File: src/rtl/dbuf_scanout_reader.sv
// Read-side scanout engine for the two-RAM frame double buffer: raster-scans the
// selected read RAM, streams pixels over valid/ready and hands the buffer back via map.
module dbuf_scanout_reader #(
  parameter int WIDTH  = 160,
  parameter int HEIGHT = 120,
  parameter int X_W    = 8,
  parameter int Y_W    = 8,
  parameter int DATA_W = 3
) (
  input  logic              clk,
  input  logic              reset,
  input  logic              ram1_read_en,
  input  logic              ram2_read_en,
  input  logic [DATA_W-1:0] ram1_q,
  input  logic [DATA_W-1:0] ram2_q,
  input  logic              write_done,
  output logic              rd_en,
  output logic [X_W-1:0]    rd_x,
  output logic [Y_W-1:0]    rd_y,
  output logic              pix_valid,
  input  logic              pix_ready,
  output logic [DATA_W-1:0] pix_data,
  output logic              pix_sof,
  output logic              pix_eol,
  output logic              map,
  output logic              sel_err
);

  typedef enum logic [2:0] {IDLE, READ, DRAIN, SWAP_WAIT, SWAP} state_t;

  typedef struct packed {
    logic [DATA_W-1:0] data;
    logic              sof;
    logic              eol;
  } pix_t;

  state_t          state, state_nxt;
  logic            sel, wd_seen;
  logic [X_W-1:0]  cx, ix;
  logic [Y_W-1:0]  cy, iy;
  logic            rd_sof, rd_eol;
  logic            ret_vld, ret_sof, ret_eol;
  pix_t            obuf [3];
  pix_t            ret_pix;
  logic [1:0]      occ, wr_idx;
  logic [2:0]      credit;
  logic            start, both, pop, push, issue, last_addr;

  assign start     = (state == IDLE) && (ram1_read_en ^ ram2_read_en);
  assign both      = (state == IDLE) && ram1_read_en && ram2_read_en;
  assign pix_valid = (occ != 2'd0);
  assign pop       = pix_valid && pix_ready;
  assign push      = ret_vld;
  assign wr_idx    = occ - {1'b0, pop};

  // Entries buffered after this edge plus reads still in the RAM pipe; a new
  // read is only allowed if it can never overflow the 3-entry output buffer.
  assign credit    = {1'b0, occ} + {2'b0, ret_vld} + {2'b0, rd_en} - {2'b0, pop};

  // The frame's first read is issued straight out of IDLE at (0,0).
  assign ix        = (state == IDLE) ? '0 : cx;
  assign iy        = (state == IDLE) ? '0 : cy;
  assign issue     = (start || state == READ) && (credit < 3'd3);
  assign last_addr = (ix == X_W'(WIDTH-1)) && (iy == Y_W'(HEIGHT-1));

  assign ret_pix.data = sel ? ram2_q : ram1_q;
  assign ret_pix.sof  = ret_sof;
  assign ret_pix.eol  = ret_eol;

  assign pix_data = obuf[0].data;
  assign pix_sof  = pix_valid && obuf[0].sof;
  assign pix_eol  = pix_valid && obuf[0].eol;
  assign map      = (state == SWAP);

  always_ff @(posedge clk) begin
    if (reset) state <= IDLE;
    else       state <= state_nxt;
  end

  always_comb begin
    state_nxt = state;
    case (state)
      IDLE:      if (start) state_nxt = (issue && last_addr) ? DRAIN : READ;
      READ:      if (issue && last_addr) state_nxt = DRAIN;
      // Leave once the final pixel is being accepted and nothing is in flight.
      DRAIN:     if (!rd_en && !ret_vld && (occ == {1'b0, pop})) state_nxt = SWAP_WAIT;
      SWAP_WAIT: if (wd_seen) state_nxt = SWAP;
      SWAP:      state_nxt = IDLE;
      default:   state_nxt = IDLE;
    endcase
  end

  always_ff @(posedge clk) begin
    if (reset) begin
      sel     <= 1'b0;
      sel_err <= 1'b0;
      wd_seen <= 1'b0;
      rd_en   <= 1'b0;
      rd_x    <= '0;
      rd_y    <= '0;
      cx      <= '0;
      cy      <= '0;
      rd_sof  <= 1'b0;
      rd_eol  <= 1'b0;
      ret_vld <= 1'b0;
      ret_sof <= 1'b0;
      ret_eol <= 1'b0;
      occ     <= 2'd0;
      for (int i = 0; i < 3; i++) obuf[i] <= '0;
    end else begin
      if (start) sel <= ram2_read_en;
      if (both)  sel_err <= 1'b1;
      // A write_done landing in SWAP belongs to the next frame.
      wd_seen <= write_done || (wd_seen && state != SWAP);

      rd_en <= issue;
      if (issue) begin
        rd_x   <= ix;
        rd_y   <= iy;
        rd_sof <= (ix == '0) && (iy == '0);
        rd_eol <= (ix == X_W'(WIDTH-1));
        if (ix == X_W'(WIDTH-1)) begin
          cx <= '0;
          cy <= iy + Y_W'(1);
        end else begin
          cx <= ix + X_W'(1);
          cy <= iy;
        end
      end

      ret_vld <= rd_en;
      ret_sof <= rd_sof;
      ret_eol <= rd_eol;

      // Head is the output register; a pop shifts the skid entries forward and
      // the returning pixel lands in the first free slot after the shift.
      if (pop) begin
        obuf[0] <= obuf[1];
        obuf[1] <= obuf[2];
      end
      if (push) obuf[wr_idx] <= ret_pix;
      occ <= occ + {1'b0, push} - {1'b0, pop};
    end
  end

endmodule

File: config.mk
export PLATFORM = sky130hd
export DESIGN_NAME = dbuf_scanout_reader
export DESIGN_NICKNAME = d
export VERILOG_FILES = /design/src/rtl/dbuf_scanout_reader.sv
export SDC_FILE = /design/constraint.sdc
export NUM_CORES = 1
export LEC_CHECK = 0
export CAP_MARGIN = 20
export CORE_UTILIZATION = 45
export DETAILED_ROUTE_END_ITERATION = 8
export PLACE_DENSITY = 0.67
export SYNTH_ARGS = -nofsm -noshare
export SYNTH_HDL_FRONTEND = slang
export SYNTH_SLANG_ARGS = --single-unit
File: constraint.sdc
create_clock -name clk -period 9.1 [get_ports clk]
set_input_delay 2.73 -clock clk [delete_from_list [all_inputs] [get_ports clk]]
set_output_delay 2.73 -clock clk [all_outputs]
set_load 0.03 [all_outputs]
==> flow_summary.yaml <==
run_status:
  status: "completed"
floorplan:
  dieArea_um2: 6790
  die_w_um: 82.4
  start_util_pct: 48.0
  rows: 28
  core_um2: 6060
  die_h_um: 82.4
  ios: 37
sta:
  fin_crit_ns: 5.91
  slew_violations: 0
  fmax_ghz: 0.169
  layout_worst_path_cycle_share_pct: 65.0
  tightestPinTransition_ns: 0.922
  hold_violations: 0
  setup_violations: 0
  tns_ns: 0
  finClkSkew_ns: 0.00723
  rsz0062_at_grt: "false"
  fin_ws_ns: 3.19
  relSlewSlack_pct: 38.5
logic_synthesis:
  synth_fp_nets: 361
  syn_area_um2: 2910
  yosysSeqAreaShare_pct: 47.1
  ys_ff_latch: 61
  synth_warnings: 0
  synth-edff-count: 15
  netlist_instances: 339
  synth_area_per_cell_um2: 8.58
  ys_types: 45
  async_flop_share_pct: 0
  ys.flop_type: "dfxtp_1"
power_and_ir_drop:
  clock_power_share_pct: 27.7
  power.total_mw: 0.909
  internal_power_mw: 0.563
  max-vdd-ir-drop_v: 0.000192
  power_frac_comb_pct: 36.7
  switching_power_mw: 0.345
  p_leak_nw: 1.24
  p_per_area_nw_per_um2: 261
  seqPwrFrac_pct: 35.7
  swShare_pct: 38.0
route:
  wl_per_cell_um: 13.9
  drt_iter0_markers: 104
  ant_nets: 0
  num_vias: 2407
  drcViolationCount: 0
  drt_wl_total_um: 6190
  first_pass_iters: 4
  vias_per_cell: 5.40
cts:
  cts-hold-fix-buffers: 0
  htreeDepth: 3
  clk_path_buf_depth: 2
  root_buffer: "clkbuf_8"
  cts_resized: 0
  cts_made_buffers: 9
  clkLatencyLatePin_ns: 0.34
  post-cts-setup-buffers: 0
  cts_tree: "done"
  path_clk_slew_ns: 0.06
  cts.sinks: 61
final_layout:
  diodes: 0
  drive_gt1_share_pct: 6.20
  final_area_um2: 3480
  fillers: 554
  final_common_cell: "nand2_1"
  syn2layout_area_growth_pct: 19.5
  fin_nets: 388
  fin_util_pct: 57.3
  layout_common_cells: "nand2_1 (48), dfxtp_1 (46), nor2_1 (35), clkdlybuf4s50_1 (35), a21oi_1 (28)"
critical_path:
  critical_path_required_ns: 9.33
  crit_arrival_ns: 6.14
  critPathCaptureType: "flop"
  r2r-start: "occ[1]$_SDFF_PP0_"
  worstSetupPathType: "input pin to flop"
  rrSetupSlack_ns: 5.42
  crit_start: "pix_ready"
  start_kind: "input pin"
  crit_end: "state[0]$_SDFFE_PP0P_"
  r2r-end: "state[0]$_SDFFE_PP0P_"
  reg2regPathDepth: 11
  crit_fanout: 24
global_routing:
  grt_pass1_vias: 2217
  grt.total_usage_pct: 20.1
  grt_overflow: 0
  grt_first_pass_wirelength_um: 10100
  antenna_found_initial: 0
  grt_max_degree: 53
hold_path:
  hp-class: "flop to flop"
  hp-start: "rd_x[2]$_SDFFE_PP0P_"
place:
  dpl_worst_slack_ns: 2.84
  dpl.hpwl_um: 4200
  placed_area_um2: 3270
  port_buffers: 36
  gp_congestion: 0.859
job:
  cap_violations: 0
## power by group through the flow
stage               registers [mW]  clock network, mW  logic [mW]
floorplan                    0.330                  0       0.253
detailed placement           0.330                  0       0.333
global route                 0.327              0.271       0.379
CTS                          0.324              0.259       0.334
finish                       0.324              0.251       0.333
global placement             0.329                  0       0.327
## sequential cells by signal, indices dropped and copies added (netlist names)
register	cells
state	3
rd_sof	1
sel_err	1
obuf	15
sel	1
ret_eol	1
rd_eol	1
cx	8
push	1
ret_sof	1
rd_x	8
occ	2
cy	8
rd_en	1
rd_y	8
wd_seen	1
## cell usage after synthesis, types with 4 or more instances
cell type | instances | share of area, %
nand2_1 | 48 | 6.2
inv_1 | 18 | 2.3
nor2_1 | 35 | 4.5
nand3_1 | 21 | 3.6
o21ai_0 | 24 | 4.1
buf_2 | 7 | 1.2
a21oi_1 | 28 | 4.8
nor2b_1 | 7 | 1.5
nor4_1 | 5 | 1.1
ha_1 | 8 | 3.4
nor3_1 | 7 | 1.2
clkbuf_1 | 9 | 1.2
edfxtp_1 | 15 | 15
nand2b_1 | 4 | 0.86
xor2_1 | 5 | 1.5
dfxtp_1 | 46 | 32
## metrics by stage
stage          hold WS, ns  cells
2_1_floorplan        0.438    339
3_3_place_gp         0.440    430
3_5_place_dp         0.442    430
4_1_cts              0.451    446
5_1_grt              0.478    446
6_report             0.449    446
## layout make-up
class	instances	area [um2]	share of cell area, %
Clock inverter	6	77.6	2.23
Timing Repair Buffer	38	370	10.7
Tap cell	75	93.8	2.70
Clock buffer	10	128	3.67
Multi-Input combinational cell	238	1370	39.3
Sequential cell	61	1370	39.5
Inverter	18	67.6	1.94
## how the worst min path moves through the flow
stage	endpoint	slack, ns	cells after the start
floorplan	ret_eol$_SDFF_PP0_	0.44	1
global placement	rd_x[2]$_SDFFE_PP0P_	0.44	2
detailed placement	rd_x[2]$_SDFFE_PP0P_	0.44	2
CTS	rd_x[2]$_SDFFE_PP0P_	0.45	2
global route	rd_y[3]$_SDFFE_PP0P_	0.48	2
finish	rd_x[2]$_SDFFE_PP0P_	0.45	2
## layer usage
layer | global-route usage [%] | vias to the layer above | wire length [um]
met5 | 0 | - | 0
met4 | 8.25 | 0 | 90
met3 | 6.37 | 8 | 290
met2 | 33.1 | 56 | 2930
met1 | 24.0 | 1116 | 2880
li1 | - | 1227 | -
## critical path, cell delays in order
cell	delay [ns]
clkdlybuf4s50_1	0.39
o21ai_0	0.17
inv_1	0.15
ha_1	0.38
fa_1	0.39
inv_1	0.08
fa_1	0.40
nand2b_1	0.14
o2111a_2	0.51
nand3_1	0.13
or4_4	0.54
nor2b_1	0.14
## kinds of logic after synthesis
group                    Yosys count  share of synthesized area, %
buffers and inverters             40                          5.85
XOR/XNOR                           8                          2.67
multiplexers                       4                          1.42
flip-flops                        61                          47.1
AND/OR/NAND/NOR                  147                          24.3
AO/OA/AOI/OAI                     69                          13.8
adder cells (fa/ha/maj)           10                          4.82
Power figures use the tool's default switching activity.
